`config.mk`:
```
export PLATFORM = sky130hd
export DESIGN_NAME = mem_stage
export DESIGN_NICKNAME = d
export VERILOG_FILES = /design/src/rtl/rv_pkg.sv /design/src/rtl/load_align.sv /design/src/rtl/mem_stage.sv
export SDC_FILE = /design/constraint.sdc
export NUM_CORES = 1
export LEC_CHECK = 0
export ABC_AREA = 1
export ABC_CLOCK_PERIOD_IN_PS = 2100
export CAP_MARGIN = 0
export CORE_ASPECT_RATIO = 0.7
export CORE_UTILIZATION = 45
export CTS_CLUSTER_SIZE = 16
export DETAILED_ROUTE_END_ITERATION = 8
export GPL_TIMING_DRIVEN = 0
export PLACE_DENSITY = 0.94
export REMOVE_ABC_BUFFERS = 1
export SYNTH_ARGS = -nofsm -noshare
export SYNTH_HDL_FRONTEND = slang
export SYNTH_SLANG_ARGS = --single-unit
```
`constraint.sdc`:
```
create_clock -name clock -period 2.1 [get_ports clock]
set_input_delay 0.21 -clock clock [delete_from_list [all_inputs] [get_ports clock]]
set_output_delay 0.21 -clock clock [all_outputs]
set_load 0.005 [all_outputs]
```
`src/rtl/rv_pkg.sv`:
```
// Shared RV32 encodings and MEM-stage state type.
package rv_pkg;
  localparam logic [6:0] OP_LOAD  = 7'b0000011;
  localparam logic [6:0] OP_STORE = 7'b0100011;

  localparam logic [2:0] F3_B  = 3'b000;
  localparam logic [2:0] F3_H  = 3'b001;
  localparam logic [2:0] F3_W  = 3'b010;
  localparam logic [2:0] F3_BU = 3'b100;
  localparam logic [2:0] F3_HU = 3'b101;

  localparam logic [31:0] NOP = 32'h00000013;

  typedef enum logic [1:0] {IDLE, REQ, DONE} state_t;
endpackage

```
`src/rtl/load_align.sv`:
```
// Picks the addressed byte/half out of a memory word and extends it per funct3.
module load_align
  import rv_pkg::*;
(
  input  logic [31:0] rdata,
  input  logic [2:0]  funct3,
  input  logic [1:0]  off,
  output logic [31:0] data
);
  logic [31:0] sh;

  assign sh = rdata >> {off, 3'b000};

  always_comb begin
    data = '0;
    case (funct3)
      F3_B:    data = {{24{sh[7]}}, sh[7:0]};
      F3_H:    data = {{16{sh[15]}}, sh[15:0]};
      F3_W:    data = rdata;
      F3_BU:   data = {24'h0, sh[7:0]};
      F3_HU:   data = {16'h0, sh[15:0]};
      default: data = '0;
    endcase
  end
endmodule

```
`src/rtl/mem_stage.sv`:
```
// MEM stage: one load/store per instruction against a req/ack data memory.
// IDLE->REQ->DONE, at least 3 cycles; upstream stalled in IDLE(start) and REQ.
module mem_stage
  import rv_pkg::*;
#(
  parameter int unsigned TIMEOUT_CYCLES = 16,
  parameter logic [31:0] NOP_INSN       = NOP
) (
  input  logic        clock,
  input  logic        reset,
  input  logic        i_valid,
  input  logic [31:0] i_insn,
  input  logic [31:0] i_ALU_O,
  input  logic [31:0] i_rs2_D,
  input  logic [31:0] dmem_rdata,
  input  logic        dmem_ack,
  output logic        dmem_req,
  output logic        dmem_we,
  output logic [31:0] dmem_addr,
  output logic [31:0] dmem_wdata,
  output logic [3:0]  dmem_wmask,
  output logic [31:0] o_insn,
  output logic [31:0] o_ALU_O,
  output logic [31:0] o_mem_D,
  output logic        o_stall,
  output logic        o_misaligned,
  output logic        o_bus_err
);
  localparam logic [31:0] TO_LAST = TIMEOUT_CYCLES - 1;

  state_t      state;
  logic [2:0]  funct3, f3_q;
  logic [1:0]  off, off_q;
  logic        is_store, mem_op, misaligned, start;
  logic [3:0]  st_mask;
  logic [31:0] st_data, aligned, load_q, cnt;
  logic        err_q;

  assign funct3     = i_insn[14:12];
  assign off        = i_ALU_O[1:0];
  assign is_store   = (i_insn[6:0] == OP_STORE);
  assign mem_op     = i_valid & ((i_insn[6:0] == OP_LOAD) | is_store);
  assign misaligned = ((funct3[1:0] == 2'b01) & off[0]) |
                      ((funct3[1:0] == 2'b10) & (off != 2'b00));

  assign o_misaligned = (state == IDLE) & mem_op & misaligned;
  assign start        = (state == IDLE) & mem_op & ~misaligned;
  assign o_insn       = o_misaligned ? NOP_INSN : i_insn;
  assign o_ALU_O      = i_ALU_O;
  assign o_stall      = start | (state == REQ);
  assign o_mem_D      = (state == DONE) ? load_q : '0;
  assign o_bus_err    = (state == DONE) & err_q;

  // Store data is replicated across lanes so the mask alone selects the bytes.
  always_comb begin
    st_mask = '0;
    st_data = i_rs2_D;
    if (is_store) begin
      case (funct3)
        F3_B: begin
          st_mask = 4'b0001 << off;
          st_data = {4{i_rs2_D[7:0]}};
        end
        F3_H: begin
          st_mask = 4'b0011 << off;
          st_data = {2{i_rs2_D[15:0]}};
        end
        F3_W:    st_mask = 4'b1111;
        default: st_mask = '0;
      endcase
    end
  end

  load_align u_load_align (
    .rdata  (dmem_rdata),
    .funct3 (f3_q),
    .off    (off_q),
    .data   (aligned)
  );

  always_ff @(posedge clock) begin
    if (reset) begin
      state      <= IDLE;
      dmem_req   <= 1'b0;
      dmem_we    <= 1'b0;
      dmem_addr  <= '0;
      dmem_wdata <= '0;
      dmem_wmask <= '0;
      f3_q       <= '0;
      off_q      <= '0;
      cnt        <= '0;
      load_q     <= '0;
      err_q      <= 1'b0;
    end else begin
      case (state)
        IDLE: if (start) begin
          state      <= REQ;
          dmem_req   <= 1'b1;
          dmem_we    <= is_store;
          dmem_addr  <= {i_ALU_O[31:2], 2'b00};
          dmem_wdata <= st_data;
          dmem_wmask <= st_mask;
          f3_q       <= funct3;
          off_q      <= off;
          cnt        <= '0;
          err_q      <= 1'b0;
        end
        REQ: begin
          if (dmem_ack) begin
            dmem_req <= 1'b0;
            load_q   <= dmem_we ? '0 : aligned;
            state    <= DONE;
          end else if ((TIMEOUT_CYCLES != 0) && (cnt == TO_LAST)) begin
            dmem_req <= 1'b0;
            load_q   <= '0;
            err_q    <= 1'b1;
            state    <= DONE;
          end else begin
            cnt <= cnt + 32'd1;
          end
        end
        DONE: begin
          state <= IDLE;
          err_q <= 1'b0;
        end
        default: state <= IDLE;
      endcase
    end
  end
endmodule

```
==> results of run 1 <==
==> cell families after synthesis <==
kind of cell | Yosys count | share of synthesized area, %
compound gates | 250 | 18.14
xor+xnor | 9 | 1.013
other cells | 1 | 0.04821
buf+inv | 254 | 14.72
fa+ha+maj | 1 | 0.1608
flops | 140 | 36.03
simple gates | 560 | 29.89
==> path summary, 6_finish.rpt <==
kind / startpoint / end / slack [ns] / depth (start not counted)
max: state[1] / o_insn[11] / 0.02 / 8
min: reset / cnt[4] / 0.16 / 2
max reg2reg: state[0] / load_q[2] / 0.08 / 9
min reg2reg: dmem_wmask[1] / dmem_wmask[1] / 0.46 / 2
==> registers in the layout, summed over array words and instances, names as in the netlist <==
signal,cells
dmem_req,1
cnt,32
load_q,32
state,2
dmem_addr,30
dmem_wdata,32
dmem_wmask,4
dmem_we,1
f3_q,3
err_q,1
off_q,2
==> layout by cell type, fill, tap and decap left out, types with 4 or more instances in the layout <==
cell type | netlist | final
nor2_4 | 4 | 10
buf_12 | 0 | 4
inv_2 | 6 | 8
inv_1 | 145 | 140
nor2_2 | 2 | 4
dfxtp_1 | 140 | 134
a22o_1 | 30 | 30
nand2_4 | 3 | 5
buf_4 | 40 | 16
nand3_1 | 97 | 95
xor2_1 | 6 | 6
o22ai_1 | 19 | 19
a21oi_1 | 108 | 105
nand2_2 | 4 | 11
nor2_1 | 204 | 198
clkinv_4 | 0 | 4
clkdlybuf4s50_1 | 0 | 262
nand2_8 | 0 | 5
o21ai_0 | 82 | 81
clkinvlp_4 | 0 | 4
nand2_1 | 234 | 223
clkbuf_16 | 0 | 17
dlygate4sd2_1 | 0 | 20
clkdlybuf4s15_1 | 0 | 12
o211ai_1 | 7 | 7
bufinv_16 | 0 | 5
dfxtp_2 | 0 | 4
==> worst max-delay path, stage by stage, from the launching register on <==
cell,delay [ns]
dfxtp_4,0.38
nor2_4,0.15
nand2_4,0.09
nor3_4,0.17
buf_6,0.14
nand2_8,0.11
inv_6,0.11
nor2_1,0.04
dlygate4sd2_1,0.25
==> through the flow <==
stage / instance area [sq um] / total power, mW / hold WS [ns]
after CTS: 11450 / 6.679 / 0.1517
after detailed placement: 10540 / 3.370 / 0.4459
final: 11660 / 6.712 / 0.1585
after floorplan: 7216 / 2.872 / 0.2791
after global routing: 11660 / 6.877 / 0.1786
after global placement: 10480 / 3.353 / 0.4369
==> where the power goes <==
group          internal, mW  switching (mW)
registers              2.66         0.00482
logic                 0.375           0.294
clock network          2.13            1.25
total                  5.16            1.55
==> area by class of cell <==
type                    count  area [sq um]  area share, %
well taps                 225         281.5          2.415
inverters                 154         603.1          5.173
diodes                      2         5.005        0.04293
repair buffers            320          3176          27.24
clock buffers              20         436.7          3.745
repair inverters            4         48.80         0.4185
clock inverters            12         212.7          1.824
flip-flops and latches    140          2815          24.15
multi-input cells         827          4080          35.00
==> layer usage <==
metal  part of all wire, %  GRT usage [%]  wire (um)  vias up
li1                      -              -          -     4348
met1                    38          39.16      11660     4294
met2                    46          55.44      14230      624
met3                    12          9.650       3550      119
met4                   4.2          13.14       1298        4
met5                 0.098              0         30        -
==> repair_timing <==
item                                    in CTS  in global routing
gates resized for setup                     82                 37
hold endpoints to repair                     0                  0
buffers inserted                            10                  9
endpoints found under the setup margin     201                102
pin swaps                                    8                  4
cloned                                       6                  3
==> impl_metrics.json, run 1 <==
{
  "clock-sinks": 140,
  "synth_edf_count": 0,
  "dp.cells": 1642,
  "ys_top_cells_by_count": "nand2_1 (234), nor2_1 (204), inv_1 (145)",
  "cts_tree": "yes",
  "layout-drive-gt1-share_pct": 8.328,
  "postCtsHoldBufs": 0,
  "status": "finished clean",
  "gr-total-overflow": 0,
  "rsz0062_at_grt": "yes",
  "crit_required_ns": 1.89,
  "grt_pass1_wl_mm": 46.51,
  "finalHoldViolCount": 0,
  "synth_top_area_cell": "dfxtp_1",
  "synth_top_cells_by_area": "dfxtp_1 (36%), nand2_1 (11%), nor2_1 (9.8%), inv_1 (7.0%), a21oi_1 (6.9%)",
  "dieHeight_um": 112,
  "crit_arrival_ns": 1.87,
  "dp_hpwl_mm": 20.25,
  "layoutNonFillerInstCount": 1704,
  "ys.flop_type": "dfxtp_1",
  "core_sq_mm": 0.01659,
  "pre_cts_ws_ns": -1.293,
  "yosysMostFrequentCell": "nand2_1",
  "avgSynthCellArea_sq_um": 6.402,
  "num-fill-cells": 1275,
  "clk_pin_slew_ns": 0.06,
  "drv_cap": 0,
  "syn-cell-area_sq_mm": 0.007779,
  "h-tree-depth": 4,
  "fin_util_pct": 70.27,
  "ir_drop_mv": 0.5560,
  "start_util_pct": 46.89,
  "nets": 1597,
  "worstPathMaxFanout": 7,
  "critPathLaunchType": "register",
  "max_freq_mhz": 481.6,
  "gp_congestion": 0.9452,
  "clockBufferDepth": 2,
  "finalCriticalPeriod_ns": 2.076,
  "yosysSeqAreaShare_pct": 36.03,
  "chipWidth_um": 159.1,
  "worst_slew_pin_slew_ns": 0.6775,
  "grt_antenna_before_repair": 4,
  "synth.distinct_cells": 37,
  "drcViolationCount": 0,
  "dr.pass1.iters": 6,
  "fin_tns_setup_ns": 0,
  "leakagePower_nw": 4.452,
  "vias": 9389,
  "skew_ns": 0.009898,
  "yosysWarnings": 0,
  "routedWlPerCell_um": 18.05,
  "viasPerCell": 5.510,
  "dieArea_sq_mm": 0.01782,
  "grtUsageTotal_pct": 32.79,
  "synth_top_area_share_pct": 36.03,
  "hold_path.class": "in2reg",
  "timing.final.crit_share_pct": 98.87,
  "area_delta_synth_final_pct": 49.88,
  "slew_viol_final": 0,
  "critPathKind": "reg2out",
  "async_flop_share_pct": 0,
  "p_per_area_mw_per_mm2": 575.7,
  "drt_iter0_markers": 1248,
  "clockRootBuffer": "clkbuf_16",
  "setup_viol": 0,
  "ys_ff_latch": 140,
  "insertion_delay_ns": 0.42,
  "synth_cells": 1215,
  "numCtsBuffers": 17,
  "rows": 39,
  "ant_nets": 0,
  "grt_pass1_vias": 8694,
  "end_kind": "output port",
  "io_buffers": 298,
  "setup_ws_ns": 0.02376,
  "ios": 301,
  "slew_headroom_pct": 54.79,
  "grt_max_degree": 62,
  "routed_wl_mm": 30.77
}
No activity file was read; power rests on OpenSTA's default activity.
==> inputs of run 2 (changes only) <==
--- a/config.mk
+++ b/config.mk
@@ -7,7 +7,7 @@
 export LEC_CHECK = 0
 export ABC_AREA = 1
 export ABC_CLOCK_PERIOD_IN_PS = 2100
-export CAP_MARGIN = 0
+export CAP_MARGIN = 10
 export CORE_ASPECT_RATIO = 0.7
 export CORE_UTILIZATION = 45
 export CTS_CLUSTER_SIZE = 16
==> results of run 2 <==
Same layout as run 1: the final DEF is identical, and so are final timing and power.
==> inputs of run 3 (changes only) <==
--- a/config.mk
+++ b/config.mk
@@ -13,7 +13,7 @@
 export CTS_CLUSTER_SIZE = 16
 export DETAILED_ROUTE_END_ITERATION = 8
 export GPL_TIMING_DRIVEN = 0
-export PLACE_DENSITY = 0.94
+export PLACE_DENSITY = 0.9
 export REMOVE_ABC_BUFFERS = 1
 export SYNTH_ARGS = -nofsm -noshare
 export SYNTH_HDL_FRONTEND = slang
==> impl_metrics.json, run 3 (synthesis results as in run 1) <==
{
  "io_buffers": 298,
  "status": "finished with violations",
  "grt_pass1_wl_mm": 46.65,
  "numCtsBuffers": 17,
  "placed_area_sq_mm": 0.01052,
  "p_sw_mw": 1.617,
  "worst_slew_pin_slew_ns": 0.6263,
  "crit_start": "state[0]",
  "hold_path.class": "in2reg",
  "ant_nets": 0,
  "clockRootBuffer": "clkbuf_16",
  "core_sq_mm": 0.01659,
  "grt_pass1_vias": 8645,
  "met2_length_mm": 14.57,
  "rows": 39,
  "hold_depth": 3,
  "dieArea_sq_mm": 0.01782,
  "violations": "setup timing",
  "crit_required_ns": 1.89,
  "r2r_cells": 11,
  "drcViolationCount": 0,
  "grt_max_degree": 62,
  "slew_headroom_pct": 58.20,
  "combPwrFrac_pct": 10.4,
  "postCtsHoldBufs": 0,
  "vias": 9279,
  "timing.final.crit_share_pct": 106.9,
  "dieHeight_um": 112,
  "leakagePower_nw": 4.508,
  "top_layer": "met4",
  "skew_ns": 0.01169,
  "p_sw_share_pct": 25.03,
  "grtUsageTotal_pct": 33.20,
  "end_kind": "output port",
  "dp.cells": 1641,
  "clockBufferDepth": 2,
  "drt_iter0_markers": 1068,
  "worstPathMaxFanout": 3,
  "regArea_sq_mm": 0.002815,
  "r2r_end": "cnt[28]",
  "h-tree-depth": 4,
  "p_int_mw": 4.843,
  "area_delta_synth_final_pct": 50.15,
  "start_util_pct": 46.89,
  "mostFrequentLayoutCell": "clkdlybuf4s50_1",
  "finalCriticalPeriod_ns": 2.245,
  "seq_power_share_pct": 41.2,
  "final_area_sq_mm": 0.01168,
  "p_per_area_mw_per_mm2": 553.1,
  "max_freq_mhz": 445.4,
  "rsz0062_at_grt": "yes",
  "r2r-start": "state[0]",
  "crit_arrival_ns": 2.04,
  "setup_ws_ns": -0.1450,
  "insertion_delay_ns": 0.43,
  "clock-sinks": 140,
  "chipWidth_um": 159.1,
  "fin_util_pct": 70.40,
  "critPathLaunchType": "register",
  "m1WireLength_mm": 11.68,
  "layout_common_cells": "clkdlybuf4s50_1 (278), nand2_1 (227), nor2_1 (197)",
  "num-fill-cells": 1294,
  "routedWlPerCell_um": 17.94,
  "dr.pass1.iters": 7,
  "hp-start": "i_ALU_O[0]",
  "p_clk_share_pct": 48.4,
  "gr-total-overflow": 0,
  "total_power_mw": 6.460,
  "dp_hpwl_mm": 20.07,
  "nets": 1605,
  "routed_wl_mm": 30.71,
  "clk_pin_slew_ns": 0.06,
  "layoutNonFillerInstCount": 1712,
  "cts_tree": "yes",
  "setup_viol": 19,
  "wl_met3_mm": 3.380,
  "finalHoldViolCount": 0,
  "ir_drop_mv": 0.5414,
  "ios": 301,
  "ff2ff_setup_slack_ns": 0.06,
  "min_to": "off_q[0]",
  "viasPerCell": 5.420,
  "grt_antenna_before_repair": 3,
  "critPathKind": "reg2out",
  "gp_congestion": 0.9218,
  "top_regs": "cnt (32), dmem_wdata (32), load_q (32)",
  "drv_cap": 0,
  "slew_viol_final": 0,
  "multi_input_area_sq_mm": 0.004063,
  "layout-drive-gt1-share_pct": 8.552
}
[run 3: changes by cell type in the layout (fill, tap and decap cells not counted), sizes merged]
cell / delta
bufinv: -3
clkinv: -4
clkinvlp: +3
clkbuf: -2
buf: +8
inv: +5
dlymetal6s2s: +9
nor2: +1
clkdlybuf4s50: +16
clkdlybuf4s15: -12
dlygate4sd2: -13
[run 3: power groups by stage]
| stage | logic (mW) | clock network, mW | registers, mW |
|---|---|---|---|
| 2_1_floorplan | 0.148 | 0 | 2.72 |
| 3_3_place_gp | 0.626 | 0 | 2.72 |
| 3_5_place_dp | 0.640 | 0 | 2.73 |
| 4_1_cts | 0.658 | 3.12 | 2.66 |
| 5_1_grt | 0.715 | 3.23 | 2.66 |
| 6_report | 0.673 | 3.12 | 2.66 |
[run 3: through the flow]
step	worst slack (ns)	setup TNS, ns	hold slack, ns
floorplan	-0.6677	-29.44	0.2791
global placement	-2.674	-255.64	0.4369
detailed placement	-1.793	-170.19	0.4480
CTS	-0.1894	-3.937	0.2015
global route	-0.2059	-3.547	0.2154
finish	-0.1450	-2.138	0.2010
[run 3: what timing repair did]
item,in CTS,in global routing
gates cloned,8,1
setup buffers,17,11
pin swaps,11,5
endpoints found under the setup margin,201,162
resized for setup,52,36
[run 3: per-layer routing]
layer	GRT usage, %	up-vias
li1	-	4375
met2	55.20	566
met4	14.10	0
met5	0	-
met3	8.085	92
met1	41.12	4246
[run 3: worst max-delay path by stage]
| stage | endpoint | slack [ns] | cells past startpoint |
|---|---|---|---|
| after floorplan | dmem_wdata[0] | -0.67 | 7 |
| final | o_stall | -0.15 | 7 |
| after global placement | dmem_wdata[0] | -2.67 | 4 |
| after detailed placement | dmem_wdata[7] | -1.79 | 7 |
| after global routing | o_insn[19] | -0.21 | 8 |
| after CTS | o_insn[30] | -0.19 | 8 |
[run 3: final cells by class]
cell class | count | area share, %
timing repair inverter | 3 | 0.3428
clock buffer | 18 | 3.674
clock inverter | 14 | 1.468
multi-input combinational | 828 | 34.78
timing repair buffer | 328 | 27.89
sequential | 140 | 24.10
inverter | 154 | 5.281
antenna | 2 | 0.04285
tap | 225 | 2.410
[run 3: critical path: stages, from the launching register on]
cell             delay (ns)
dfxtp_2                0.35
nor2_4                 0.15
nand2_4                0.08
nor3_4                 0.21
buf_4                  0.18
nand2_8                0.07
nand2_1                0.08
clkdlybuf4s50_1        0.50
